===== config.mk =====
export PLATFORM = sky130hd
export DESIGN_NAME = lock_level_multi
export DESIGN_NICKNAME = d
export VERILOG_FILES = /design/src/rtl/lock_pkg.sv /design/src/rtl/lock_slot_decoder.sv /design/src/rtl/lock_level_multi.sv
export SDC_FILE = /design/constraint.sdc
export NUM_CORES = 1
export LEC_CHECK = 0
export BUFFER_PORTS_ARGS = -buffer_cell sky130_fd_sc_hd__clkbuf_2
export CAP_MARGIN = 20
export CORE_UTILIZATION = 62
export DETAILED_ROUTE_END_ITERATION = 7
export PLACE_DENSITY = 0.87
export SLEW_MARGIN = 20
export SYNTH_ARGS = -nofsm -noshare
export SYNTH_HDL_FRONTEND = slang
export SYNTH_SLANG_ARGS = --single-unit

===== constraint.sdc =====
create_clock -name Clk -period 4.9 [get_ports Clk]
set_input_delay 0.98 -clock Clk [delete_from_list [all_inputs] [get_ports Clk]]
set_output_delay 0.98 -clock Clk [all_outputs]
set_load 0.01 [all_outputs]

===== src/rtl/lock_pkg.sv =====
// Shared types and helpers for the lock-picking level.
// Default screen geometry lives here so callers agree on it.
package lock_pkg;

  typedef enum logic [1:0] {
    IDLE,
    PLAY,
    WIN,
    FAIL
  } lock_state_t;

  localparam int unsigned DEF_Y_TOP   = 32;
  localparam int unsigned DEF_SLOT_H  = 28;
  localparam int unsigned DEF_X_LIMIT = 500;

  function automatic int unsigned slot_dist(
    input int unsigned a,
    input int unsigned b
  );
    return (a > b) ? (a - b) : (b - a);
  endfunction

endpackage


===== src/rtl/lock_slot_decoder.sv =====
// Maps the pick's Y pixel to a vertical slot, one cycle late.
// Off-range Y keeps the last slot but drops slot_valid.
module lock_slot_decoder
  import lock_pkg::*;
#(
  parameter int unsigned NUM_SLOTS = 16,
  parameter int unsigned SLOT_H    = DEF_SLOT_H,
  parameter int unsigned Y_TOP     = DEF_Y_TOP,
  localparam int unsigned SLOT_W   = $clog2(NUM_SLOTS)
) (
  input  logic              clk,
  input  logic              rst_n,
  input  logic [9:0]        pick_y,
  output logic [SLOT_W-1:0] slot_idx,
  output logic              slot_valid
);

  localparam int unsigned Y_BOT = Y_TOP + NUM_SLOTS * SLOT_H - 1;

  logic [31:0] y;
  logic        in_range;

  assign y        = 32'(pick_y);
  assign in_range = (y >= Y_TOP) && (y <= Y_BOT);

  // Register the slot row; hold it while the pick is off the grid.
  always_ff @(posedge clk or negedge rst_n) begin
    if (!rst_n) begin
      slot_idx   <= '0;
      slot_valid <= 1'b0;
    end else begin
      slot_valid <= in_range;
      if (in_range) begin
        slot_idx <= SLOT_W'((y - Y_TOP) / SLOT_H);
      end
    end
  end

endmodule


===== src/rtl/lock_level_multi.sv =====
// Multi-pin lock-picking level: slot decode, pin sequencing,
// distinct wrong-guess counting, close hint and HUD status.
module lock_level_multi
  import lock_pkg::*;
#(
  parameter int unsigned NUM_SLOTS   = 16,
  parameter int unsigned SLOT_H      = DEF_SLOT_H,
  parameter int unsigned Y_TOP       = DEF_Y_TOP,
  parameter int unsigned NUM_PINS    = 3,
  parameter int unsigned MAX_GUESSES = 6,
  parameter int unsigned CLOSE_DIST  = 1,
  parameter int unsigned X_LIMIT     = DEF_X_LIMIT,
  localparam int unsigned SLOT_W  = $clog2(NUM_SLOTS),
  localparam int unsigned PIN_W   =
    (NUM_PINS > 1) ? $clog2(NUM_PINS) : 1,
  localparam int unsigned GUESS_W = $clog2(MAX_GUESSES + 1)
) (
  input  logic                       Clk,
  input  logic                       reset_n,
  input  logic                       start,
  input  logic                       abort,
  input  logic [9:0]                 pick_y,
  input  logic [9:0]                 pick_x,
  input  logic                       commit,
  input  logic                       close_en,
  input  logic [NUM_PINS*SLOT_W-1:0] target_slots,
  output logic [SLOT_W-1:0]          slot_idx,
  output logic [PIN_W-1:0]           pin_idx,
  output logic [NUM_PINS-1:0]        pin_set,
  output logic [GUESS_W-1:0]         guesses,
  output logic                       close,
  output logic                       busy,
  output logic                       done,
  output logic                       failed
);

  lock_state_t state;

  logic                             slot_valid;
  logic                             commit_q;
  logic [NUM_SLOTS-1:0]             seen;
  logic [NUM_PINS-1:0][SLOT_W-1:0]  tgt;
  logic [SLOT_W-1:0]                cur_tgt;
  logic                             attempt;
  logic                             hit;
  logic                             last;
  logic [GUESS_W-1:0]               g_next;

  lock_slot_decoder #(
    .NUM_SLOTS (NUM_SLOTS),
    .SLOT_H    (SLOT_H),
    .Y_TOP     (Y_TOP)
  ) u_dec (
    .clk        (Clk),
    .rst_n      (reset_n),
    .pick_y     (pick_y),
    .slot_idx   (slot_idx),
    .slot_valid (slot_valid)
  );

  assign cur_tgt = tgt[pin_idx];
  assign hit     = (slot_idx == cur_tgt);
  assign last    = (32'(pin_idx) == NUM_PINS - 1);
  assign g_next  = guesses + GUESS_W'(1);

  // Only a fresh commit edge on a valid, in-reach slot counts.
  assign attempt = commit & ~commit_q & (state == PLAY)
                 & slot_valid & (32'(pick_x) <= X_LIMIT);

  assign close = (state == PLAY) & close_en & slot_valid & ~hit
               & (slot_dist(32'(slot_idx), 32'(cur_tgt))
                  <= CLOSE_DIST);

  assign busy   = (state == PLAY);
  assign done   = (state == WIN);
  assign failed = (state == FAIL);

  // Level FSM with pin progress, guess counter and dedupe map.
  always_ff @(posedge Clk or negedge reset_n) begin
    if (!reset_n) begin
      state    <= IDLE;
      commit_q <= 1'b0;
      pin_idx  <= '0;
      pin_set  <= '0;
      guesses  <= '0;
      seen     <= '0;
      tgt      <= '0;
    end else begin
      commit_q <= commit;
      if (abort) begin
        state <= IDLE;
      end else if (start) begin
        state   <= PLAY;
        tgt     <= target_slots;
        pin_idx <= '0;
        pin_set <= '0;
        guesses <= '0;
        seen    <= '0;
      end else if (attempt) begin
        if (hit) begin
          pin_set[pin_idx] <= 1'b1;
          seen             <= '0;
          if (last) begin
            state <= WIN;
          end else begin
            pin_idx <= pin_idx + PIN_W'(1);
          end
        end else if (!seen[slot_idx]) begin
          seen[slot_idx] <= 1'b1;
          if (32'(guesses) < MAX_GUESSES) begin
            guesses <= g_next;
          end
          if (32'(g_next) >= MAX_GUESSES) begin
            state <= FAIL;
          end
        end
      end
    end
  end

endmodule


### Word-level counts from Yosys, hierarchy flattened

Cells that the tools add are included.

| operators by class | value |
|---|---|
| order comparisons | 11 |
| divide/modulo/power cells | 1 |
| $add $sub $neg | 5 |
| bitwise gates (word level) | 13 |
| equal/unequal tests | 11 |
| mux-type cells | 32 |
| reduce and logical (&&, ||, !) cells | 14 |

Operators by type and width:

| operator | number |
|---|---|
| two-way mux 16 bit | 4 |
| divider 32 x 5 -> 32 bit (second input constant) | 1 |
| <= comparator 32 x 1 -> 1 bit (second input constant) | 1 |
| two-way mux 32 bit | 1 |
| two-way mux 3 bit | 8 |
| two-way mux 2 bit | 11 |
| <= comparator 10 x 9 -> 1 bit (second input constant) | 2 |
| OR 16 bit | 1 |
| subtractor 10 x 6 -> 11 bit (second input constant) | 1 |
| >= comparator 10 x 6 -> 1 bit (second input constant) | 1 |
| subtractor 4 x 4 -> 5 bit | 2 |
| bitwise AND 1 bit | 8 |
| binary-select mux 4 bit (select 2 bit) | 1 |
| AND reduction 4 bit | 2 |
| == test 2 bit (second input constant) | 3 |
| inequality test 2 bit (second input constant) | 3 |
| AND reduction 3 bit | 2 |
| nonzero test 2 bit | 3 |
| < comparator 4 x 5 -> 1 bit (second input constant) | 1 |
| AND reduction 5 bit | 1 |
| binary-select mux 1 bit (select 4 bit) | 1 |
| demux 1 bit (select 4 bit) | 1 |
| == test 4 bit | 1 |
| >= comparator 4 x 1 -> 1 bit (second input constant) | 1 |
| 20 further kinds | 26 |

| storage, ports and cells | value |
|---|---|
| input port bits | 38 |
| flip-flop bits (word level) | 44 |
| word-level logic and storage cells | 98 |

### Longest topological paths before layout

Gate-level depths: netlist of run 1.

| logic depth | value |
|---|---|
| depth in word-level cells | 9 |
| depth in mapped cells | 14 |

### Hierarchy

A second synthesis of run 1 with hierarchy kept.

| unflattened totals | value |
|---|---|
| cells, all modules | 409 |
| area total of the unflattened synthesis | 3,445.8 µm² |

Modules (own cells, without submodules):

| module | cells each | seq. area each (µm²) | times used | area an instance (µm²) |
|---|---|---|---|---|
| lock_level_multi | 258 | 975.9 | 1 | 2,366.0 |
| lock_slot_decoder | 151 | 125.1 | 1 | 1,079.8 |

### Worst setup path before layout of run 1

No wires, ideal clock.

| timing path | value |
|---|---|
| path type | register -> output |
| start point | register pin_idx[0] |
| end point | output port close |
| setup slack | 1,116 ps |
| stages on the path, launching flop included | 14 |
| buffers on the path | 1 |
| data arrival time | 2,804 ps |
| path through | dfrtp_1 -> clkbuf_1 -> mux2i_1 -> nor2_1 -> a21oi_1 -> inv_1 -> ha_1 -> a21o_1 -> a21oi_1 -> nand2_1 -> o21ai_0 -> o2bb2ai_1 -> nand4b_1 -> a211oi_1 |

| between the ends | value |
|---|---|
| word-level cells in the longest chain between the ends | 6 |
| elaborated cells between the ends (all ways) | 11 |

RTL lines:

| element | line | text |
|---|---|---|
| start: declaration | lock_level_multi.sv:28 | `output logic [PIN_W-1:0] pin_idx,` |
| start signal: assignment | lock_level_multi.sv:106 | `pin_idx <= pin_idx + PIN_W'(1);` |
| binary-select mux 4 bit (select 2 bit) * | lock_level_multi.sv:61 | `assign cur_tgt = tgt[pin_idx];` |
| two-way mux 4 bit (not written as such) * | lock_level_multi.sv:61 |  |
| subtractor 4 x 4 -> 5 bit, or another cell as far along | lock_pkg.sv:20 | `return (a > b) ? (a - b) : (b - a);` |
| two-way mux 32 bit / inverter 1 bit (equally long branches) | lock_pkg.sv:20, lock_level_multi.sv:70 |  |
| <= comparator 32 x 1 -> 1 bit / bitwise AND 1 bit (equally long branches) | lock_level_multi.sv:72, lock_level_multi.sv:70 |  |
| bitwise AND 1 bit * | lock_level_multi.sv:71 | `& (slot_dist(32'(slot_idx), 32'(cur_tgt))` |
| end: declaration | lock_level_multi.sv:31 | `output logic close,` |

Every way passes the cells marked *; elsewhere a longest branch is shown, timed or not. The select of a mux whose other input is x is not followed.

### Final worst setup path of run 1

Ends and elaborated chain as after synthesis.

==> results.toml, run 1 <==
[run_status]
outcome = "completed"

[detailed_routing]
drc = 0
antenna_left = 0
routed_wl_microns = 7410
met1_length_microns = 3140
drtIter0Drc = 329
wl_met3_microns = 297
drtPass1Iterations = 5
wl_per_cell_microns = 15.5
top_layer = "met4"
met2_length_microns = 3840
vias = 2923
viasPerCell = 6.13

[cts]
clock-sinks = 44
cts_tree = "yes"
cts_root_buffer = "clkbuf_8"
cts_buffer_depth = 2
cts_hold_buf = 0
cts_resized = 0
htree_levels = 2
cts_buffers = 5
insertion_delay_ns = 0.30
clkSlewWorstSetupHoldPaths_ns = 0.08
cts_setup_buffers = 0

[synthesis]
synth_top_family_by_area = "compound AO/OA/AOI/OAI gates"
syn_area_sq_um = 3280
ys_seq_area_share_pct = 33.6
synthXorXnorAreaFrac_pct = 1.60
synth-seq-cells = 44
syn_inst = 370
synth_cell_types = 69
yosys_most_used_dff = "dfrtp_1"
synth_fa_ha_area_share_pct = 6.56
synth_compound_area_share_pct = 22.0
yosysWarnings = 0
synth_edf_count = 0
synth.avg_cell_area_sq_um = 8.86
synthArstFlopShare_pct = 100
syn-num-nets = 424
yosys.area_share.simple_pct = 19.7
synth_mux_area_share_pct = 10.1

[setup_path]
crit_required_ns = 3.92
cp_max_fo = 10
cp-start-kind = "flop"
crit_arrival_ns = 3.43
cp-end-kind = "primary output"
r2r_slack_ns = 1.73
crit_type = "reg -> out"

[timing]
fin_crit_sh_pct = 90.0
fmax_mhz = 227
tightest_slew_ns = 0.972
drv_slew = 0
period_minus_slack_ns = 4.41
max_slew_margin_pct = 35.2
rsz0062_at_grt = "false"
setup-tns-final_ns = 0
hold_viol = 0
setup_viol = 0
finClkSkew_ns = 0.0110

[grt]
grt_overflow = 0
antenna_found_initial = 0
grt_pass1_vias = 2608
grt_max_degree = 45
grt_pass1_wl_microns = 12000
grt_util_all_layers_pct = 28.2

[power_and_ir_drop]
vdd_drop_max_v = 0.000147
power_frac_seq_pct = 41.3
p_clk_share_pct = 19.1
p_per_area_nw_per_um2 = 334
switching_power_mw = 0.449
power.internal_mw = 0.755
p_leak_nw = 1.62
pwr-share-comb_pct = 39.6
p_sw_share_pct = 37.3

[finish]
synthToLayoutAreaGrowth_pct = 9.92
drive_gt1_share_pct = 22.1
antenna_cells = 0
final_cells = 477
fin_nets = 460
nFillCells = 404

[floorplanning]
core_area_sq_um = 5110
dieArea_sq_um = 5580
initial_utilization_pct = 64.2
pin_count = 54
die_x_microns = 74.7
core.rowCount = 26
fp.dieH_microns = 74.7

[min_path]
hp-class = "reg -> reg"

[placed_design]
dp.cells = 469
place_hpwl_microns = 5350
port-buffer-count = 53
gp_congestion = 0.898

[job]
maxCapViolCount = 0
[cell type report]
type                       count  area (sq um)  area share [%]
clock buffer                   8          90.1            2.50
multi-input combinational    279          1970            54.6
sequential                    44          1100            30.5
inverter                      21          78.8            2.19
timing repair buffer          55           280            7.78
tap                           70          87.6            2.43
[routing by layer]
layer  vias up  track usage, %
li1       1406               -
met5         -               0
met2        89            48.0
met4         0            10.7
met1      1411            35.8
met3        17            5.22
[through the flow]
step	power (mW)	area [sq um]	hold WS [ns]	utilization, %	worst slack [ns]
after floorplan	0.843	3280	0.445	-	1.12
after global placement	0.945	3510	0.457	68.7	0.972
after CTS	1.20	3600	0.487	70.6	0.517
final	1.20	3600	0.483	70.6	0.489
after detailed placement	0.971	3510	0.472	68.8	0.907
after global routing	1.29	3600	0.515	70.6	0.155
[cells by family after synthesis]
logic type      after synthesis
simple gates                122
compound gates              110
buf+inv                      47
flops                        44
mux                          25
fa+ha+maj                    16
xor+xnor                      6
[registers in the layout, indices dropped and copies added (netlist names)]
signal,flops
pin_idx,2
u_dec.slot_valid,1
state,2
guesses,3
pin_set,3
commit_q,1
u_dec.slot_idx,4
seen,16
tgt,12
[path summary, 6_finish.rpt]
kind                                  from        to  depth (start not counted)
worst max-delay path            pin_idx[0]     close                         13
worst min-delay path               seen[0]   seen[0]                          2
worst max register to register  pin_idx[0]  seen[14]                         10
worst min register to register     seen[0]   seen[0]                          2
max in group asynchronous          reset_n   tgt[11]                          1
min in group asynchronous          reset_n   seen[0]                          1
[worst max-delay path, stage by stage, from the launching register on]
cell and delay, ns:
dfrtp_1 0.61, mux2i_1 0.24, nor2_1 0.05, a21oi_1 0.32, inv_1 0.14, ha_1 0.33, a21o_1 0.19, a21oi_1 0.27
nand2_1 0.12, o21ai_0 0.17, o2bb2ai_1 0.13, nand4b_1 0.09, a211oi_1 0.28, clkbuf_2 0.18
[power by group through the flow]
stage               Combinational, mW  Sequential (mW)  Clock (mW)
floorplan                       0.359            0.483           0
global placement                0.447            0.498           0
detailed placement              0.468            0.503           0
CTS                             0.474            0.496       0.231
global route                    0.540            0.506       0.244
finish                          0.477            0.498       0.230
[cell usage in the layout (no fill, tap or decap), types with 3 or more instances in the layout]
master / Yosys / layout
o31ai_1: 4 / 4
dfrtp_1: 44 / 44
nor4_1: 3 / 3
o22ai_1: 4 / 4
a21o_1: 5 / 5
clkbuf_2: 0 / 52
ha_1: 14 / 14
o21ai_1: 4 / 4
xnor2_1: 3 / 3
nand4_1: 3 / 3
nor3_1: 5 / 5
nand3_1: 10 / 10
clkbuf_8: 0 / 6
nor2_1: 26 / 26
nand2_1: 31 / 31
a21oi_1: 24 / 24
mux2i_1: 6 / 6
mux4_2: 5 / 5
nor2b_1: 8 / 8
a211oi_1: 3 / 3
or3_1: 3 / 3
and2_1: 7 / 7
nand2b_1: 8 / 8
xor2_1: 3 / 3
inv_1: 19 / 19
o21ai_0: 34 / 34
mux2_2: 12 / 12
a211o_1: 3 / 3
and3_1: 3 / 3
[cell usage after synthesis, types with 5 or more instances]
master,number,area (sq um)
nand3_1,10,50.1
inv_1,19,71.3
buf_2,10,50.1
ha_1,14,175
nand2b_1,8,50.1
a21oi_1,24,120
nor2_1,26,97.6
o21ai_0,34,170
dfrtp_1,44,1100
and2_1,7,43.8
nor2b_1,8,50.1
nor3_1,5,25.0
nand2_1,31,116
mux2i_1,6,60.1
clkbuf_1,12,45.0
a21o_1,5,37.5
mux2_2,12,135
mux4_2,5,113
(Power assumes the default switching activity.)
==> inputs of run 2 (changes only) <==
==> constraint.sdc (replaced) <==
create_clock -name Clk -period 4.9 [get_ports Clk]
set_input_delay 0.245 -clock Clk [delete_from_list [all_inputs] [get_ports Clk]]
set_output_delay 0.245 -clock Clk [all_outputs]
set_load 0.01 [all_outputs]
==> run 2 against run 1 <==
Effect of this change: hold slack worse by 0.42 ns; critical endpoint unchanged; global-route usage decreased by 0.74 points; cell area rose by 0.35%; critical path depth did not move; largest cell class unchanged; setup slack improved by 0.82 ns; maximum frequency rose by 23%; sequential cell count stayed put; sequential share of layout area decreased by 0.11 points.
==> results.toml, run 2 (same netlist as run 1, synthesis figures left out) <==
[timing]
hold_viol = 0
fin_crit_sh_pct = 73.3
fmax_mhz = 278
setup_viol = 0
max_slew_margin_pct = 57.1
tightest_slew_ns = 0.644
setup-tns-final_ns = 0
finClkSkew_ns = 0.0108
drv_slew = 0
fin_ws_ns = 1.31
period_minus_slack_ns = 3.59
rsz0062_at_grt = "false"

[finish]
top_regs = "seen x16, tgt x12, u_dec.slot_idx x4"
fin_util_pct = 70.8
mostFrequentLayoutCell = "clkbuf_2"
largest_reg_flops = 16
drive_gt1_share_pct = 22.1
synthToLayoutAreaGrowth_pct = 10.3
final_cell_mix = "52 x clkbuf_2, 44 x dfrtp_1, 34 x o21ai_0"
antenna_cells = 0
nFillCells = 399
final_area_sq_um = 3620
fin_nets = 461
final_cells = 478
largest_register = "seen"

[floorplanning]
pin_count = 54
die_x_microns = 74.7
core_area_sq_um = 5110
core.rowCount = 26
dieArea_sq_um = 5580
fp.dieH_microns = 74.7
initial_utilization_pct = 64.2

[placed_design]
port-buffer-count = 53
gp_congestion = 0.898
dp_slack_ns = 1.67
post_dp_cell_area_sq_um = 3510
place_hpwl_microns = 5360
dp.cells = 469

[cts]
cts_resized = 0
clkSlewWorstSetupHoldPaths_ns = 0.08
insertion_delay_ns = 0.30
cts_buffers = 5
cts_buffer_depth = 2
htree_levels = 2
clock-sinks = 44
cts_tree = "yes"
cts_root_buffer = "clkbuf_8"

[detailed_routing]
vias = 2936
routed_wl_microns = 7440
wl_per_cell_microns = 15.6
drc = 0
antenna_left = 0
drtPass1Iterations = 4
viasPerCell = 6.14
drtIter0Drc = 253

[power_and_ir_drop]
vdd_drop_max_v = 0.000146
p_leak_nw = 1.63
p_per_area_nw_per_um2 = 334

[setup_path]
cp_max_fo = 10
cpPeakStageDelay_ns = 0.60
crit_family = "compound AO/OA/AOI/OAI gates"
crit_path_frequent_cell = "a21oi_1"
cp-end-kind = "primary output"
crit_arrival_ns = 3.35
crit_buf_inv = 2
slowest_stage = "dfrtp_1"
crit_type = "reg -> out"
cp-start-kind = "flop"
crit_required_ns = 4.66
path_cells = "mux2i_1, nor2_1, a21oi_1, inv_1, ha_1, a21o_1, a21oi_1, nand2_1, o21ai_0, o2bb2ai_1, nand4b_1, a211oi_1, clkbuf_2"

[grt]
grt_pass1_wl_microns = 11700
grt_overflow = 0
grt_pass1_vias = 2565
grt_max_degree = 45
grt_util_all_layers_pct = 27.5
antenna_found_initial = 0

[min_path]
hp-class = "in -> reg"

[run_status]
outcome = "completed"

[job]
maxCapViolCount = 0
==> run 2: timing repair <==
action	in CTS	in global routing
setup buffers	0	0
endpoints found under the hold margin	0	38
hold buffers	0	1
==> run 2: stage by stage <==
step	total power, mW	hold WS (ns)
2_1_floorplan	0.843	-0.0506
3_3_place_gp	0.945	0.376
3_5_place_dp	0.970	0.373
4_1_cts	1.20	0.0671
5_1_grt	1.29	0.0692
6_report	1.21	0.0621
==> run 2: where the power goes <==
part           internal (mW)  leakage, nW  switching, mW
Combinational          0.212         1.02          0.265
Clock                  0.115       0.0455          0.118
Sequential             0.429        0.558         0.0705
==> run 2: final timing paths <==
| check | slack [ns] | start | endpoint | cells past startpoint |
|---|---|---|---|---|
| min reg2reg | 0.48 | seen[4] | seen[4] | 2 |
| max | 1.31 | pin_idx[0] | close | 13 |
| min in group asynchronous | 0.47 | reset_n | seen[0] | 2 |
| max in group asynchronous | 4.05 | reset_n | tgt[11] | 2 |
| max reg2reg | 1.78 | pin_idx[0] | seen[14] | 10 |
| min | 0.06 | commit | commit_q | 1 |
==> run 2: routing by layer <==
metal | share of wire, % | global-route usage [%]
met4 | 2.1 | 10.5
met3 | 4.1 | 4.42
met1 | 43 | 35.5
met5 | 0 | 0
met2 | 51 | 46.5
==> run 2: final cells by class <==
type / count / area [sq um] / share of cell area [%]
Clock buffer: 8 / 90.1 / 2.49
Multi-Input combinational cell: 279 / 1970 / 54.4
Sequential cell: 44 / 1100 / 30.4
Timing Repair Buffer: 56 / 293 / 8.09
Tap cell: 70 / 87.6 / 2.42
Inverter: 21 / 78.8 / 2.18
==> inputs of run 3 (changes only) <==
ABC_AREA = 1   (was default)
CORE_UTILIZATION = 51   (was 62)
PLACE_DENSITY = 0.77   (was 0.87)
clock period = 3.2 ns   (was 4.9 ns; I/O delays follow)
==> run 3 against run 2 <==
Effect of this change: via count down 7.5%; sequential share of layout area up 1.6 points; clock power up 55%; core utilization down 8.8 points; routed wire length down 12%; first-iteration DRC count down 20%; critical path depth down 2.
==> results.toml, run 3 <==
[placed_design]
post_dp_cell_area_sq_um = 3290
place_hpwl_microns = 4970
dp_slack_ns = 0.113
gp_congestion = 0.879
port-buffer-count = 53

[timing]
max_slew_margin_pct = 35.4
finClkSkew_ns = 0.0128
setup-tns-final_ns = 0
setup_viol = 0
drv_slew = 0
fin_ws_ns = 0.162
tightest_slew_ns = 0.969
hold_viol = 0
fmax_mhz = 329
hold-worst-slack_ns = 0.0123
fin_crit_sh_pct = 94.9
period_minus_slack_ns = 3.04

[finish]
top_regs = "seen x16, tgt x12, u_dec.slot_idx x4"
largest_reg_flops = 16
antenna_cells = 0
final_cell_mix = "85 x nand2_1, 62 x inv_1, 52 x clkbuf_2"
fin_nets = 504
nFillCells = 523
mostFrequentLayoutCell = "nand2_1"
largest_register = "seen"
synthToLayoutAreaGrowth_pct = 16.9
final_area_sq_um = 3440
drive_gt1_share_pct = 24.8

[synthesis]
synth_edf_count = 0
syn-num-nets = 444
syn_area_sq_um = 2940
yosysWarnings = 0
syn_inst = 390
synth-seq-cells = 44
synthArstFlopShare_pct = 100
netlist_top_cells_area = "dfrtp_1 37%, nand2_1 11%, inv_1 7.9%"
synth_commonest_cells = "85 x nand2_1, 62 x inv_1, 44 x dfrtp_1"
yosys_most_used_dff = "dfrtp_1"
synth.avg_cell_area_sq_um = 7.54
yosys.area.top_type = "dfrtp_1"
yosysMostFrequentCell = "nand2_1"
ys_seq_area_share_pct = 37.5
synth_cell_types = 40
yosys.area.top_type_share_pct = 37.5

[setup_path]
worst_r2r_path_depth = 13
slowest_stage = "fa_1"
crit_family = "compound AO/OA/AOI/OAI gates"
crit_arrival_ns = 2.88
cpPeakStageDelay_ns = 0.48
cp_max_fo = 8
cp-end-kind = "primary output"
timing.rr.end = "seen[0]"
crit_type = "reg -> out"
rr_startpoint = "pin_idx[0]"
cp-start-kind = "flop"
crit_required_ns = 3.04
crit_buf_inv = 3
r2r_slack_ns = 0.28
path_cells = "inv_1, or2_2, a32oi_1, inv_1, ha_1, fa_1, o21ai_0, a21oi_1, o211ai_1, a21oi_1, clkbuf_2"

[detailed_routing]
viasPerCell = 5.20
drc = 0
routed_wl_microns = 6580
wl_per_cell_microns = 12.6
drtPass1Iterations = 4
drtIter0Drc = 202
antenna_left = 0
vias = 2717

[floorplanning]
initial_utilization_pct = 53.0
core_area_sq_um = 5540
dieArea_sq_um = 6070
core.rowCount = 27
die_x_microns = 77.9
pin_count = 54
fp.dieH_microns = 77.9

[power_and_ir_drop]
p_per_area_nw_per_um2 = 644
power.internal_mw = 1.27
pwr-share-comb_pct = 48.1
p_clk_share_pct = 16.3
power_frac_seq_pct = 35.5
switching_power_mw = 0.939
vdd_drop_max_v = 0.000308
p_sw_share_pct = 42.5
p_leak_nw = 1.79
p_total_mw = 2.21

[cts]
cts_root_buffer = "clkbuf_8"
htree_levels = 2
cts_buffer_depth = 2
cts_tree = "yes"
clock-sinks = 44
clkSlewWorstSetupHoldPaths_ns = 0.09
cts_buffers = 5
insertion_delay_ns = 0.30

[grt]
antenna_found_initial = 0
grt_pass1_vias = 2488
grtUsageMet1_pct = 30.8
busiest_layer = "met2"
grtUsageMet3_pct = 3.76
grt_max_degree = 45
grt_overflow = 0
grt_util_all_layers_pct = 23.1
gr-usage-met2_pct = 39.4
grt_pass1_wl_microns = 11400

[min_path]
hp-class = "in -> async"

[run_status]
outcome = "completed"

[job]
maxCapViolCount = 0
-- run 3: cell types whose count changed after synthesis, moves of 6 or more --
| cell | delta |
|---|---|
| nand2_1 | +54 |
| inv_1 | +43 |
| nand3_1 | +20 |
| o21ai_0 | -15 |
| nand2_2 | +14 |
| mux2_2 | -12 |
| buf_2 | -9 |
| or2_2 | +9 |
| clkbuf_1 | -8 |
| nand2b_1 | -8 |
| nor2b_1 | -8 |
| and2_1 | -7 |
| mux2i_1 | -6 |
-- run 3: repair_timing --
item                                    in CTS  in global routing
endpoints found under the hold margin        1                  0
hold buffers                                 1                  0
buffers inserted                             0                  1
endpoints found under the setup margin       0                 23
gates resized for setup                      0                  6
-- run 3: per-layer routing --
layer / part of all wire [%] / vias to the layer above
li1: - / 1398
met1: 46 / 1252
met2: 49 / 61
met3: 4.1 / 6
met4: 0.70 / 0
met5: 0 / -
-- run 3: worst reg2reg max path: stages (launching register included) --
cell	delay, ns
dfrtp_2	0.42
inv_1	0.12
or2_2	0.30
a32oi_2	0.25
inv_1	0.12
ha_1	0.29
nand2_1	0.11
inv_1	0.05
nand3_1	0.12
inv_1	0.11
o41ai_2	0.47
nor2_1	0.25
nand3_1	0.12
a21oi_1	0.06
-- run 3: final cells by class --
cell class / instances / area (sq um) / area share [%]
clock buffers: 7 / 86.3 / 2.51
clock inverters: 1 / 7.51 / 0.218
inverters: 68 / 255 / 7.43
multi-input cells: 274 / 1600 / 46.5
flip-flops and latches: 44 / 1100 / 32.1
well taps: 72 / 90.1 / 2.62
repair buffers: 57 / 298 / 8.67
-- run 3: power by group through the flow --
stage	sequential (mW)	combinational [mW]	clock (mW)
after global placement	0.790	0.993	0
after detailed placement	0.796	1.01	0
after floorplan	0.789	0.729	0
final	0.786	1.06	0.361
after CTS	0.784	1.02	0.371
after global routing	0.804	1.22	0.396
-- run 3: logic make-up after synthesis --
group / after synthesis / synth area share, %
simple gates: 179 / 28.9
compound gates: 77 / 16.6
buf+inv: 73 / 9.37
flops: 44 / 37.5
fa+ha+maj: 16 / 7.32
xor+xnor: 1 / 0.298
-- run 3: stage by stage --
| stage | instances | util, % |
|---|---|---|
| final | 523 | 62.0 |
| after global routing | 523 | 62.0 |
| after CTS | 521 | 61.2 |
| after detailed placement | 512 | 59.4 |
| after global placement | 512 | 59.4 |
| after floorplan | 390 | - |
-- run 3: how the worst max path moves through the flow --
| stage | from | to | slack (ns) | cells past startpoint |
|---|---|---|---|---|
| floorplan | pin_idx[0] | seen[5] | 0.33 | 14 |
| global placement | pin_idx[0] | seen[8] | 0.27 | 13 |
| detailed placement | pin_idx[0] | seen[4] | 0.11 | 13 |
| CTS | pin_idx[0] | close | 0.06 | 12 |
| global route | pin_idx[0] | close | -0.002 | 13 |
| finish | pin_idx[0] | close | 0.16 | 11 |
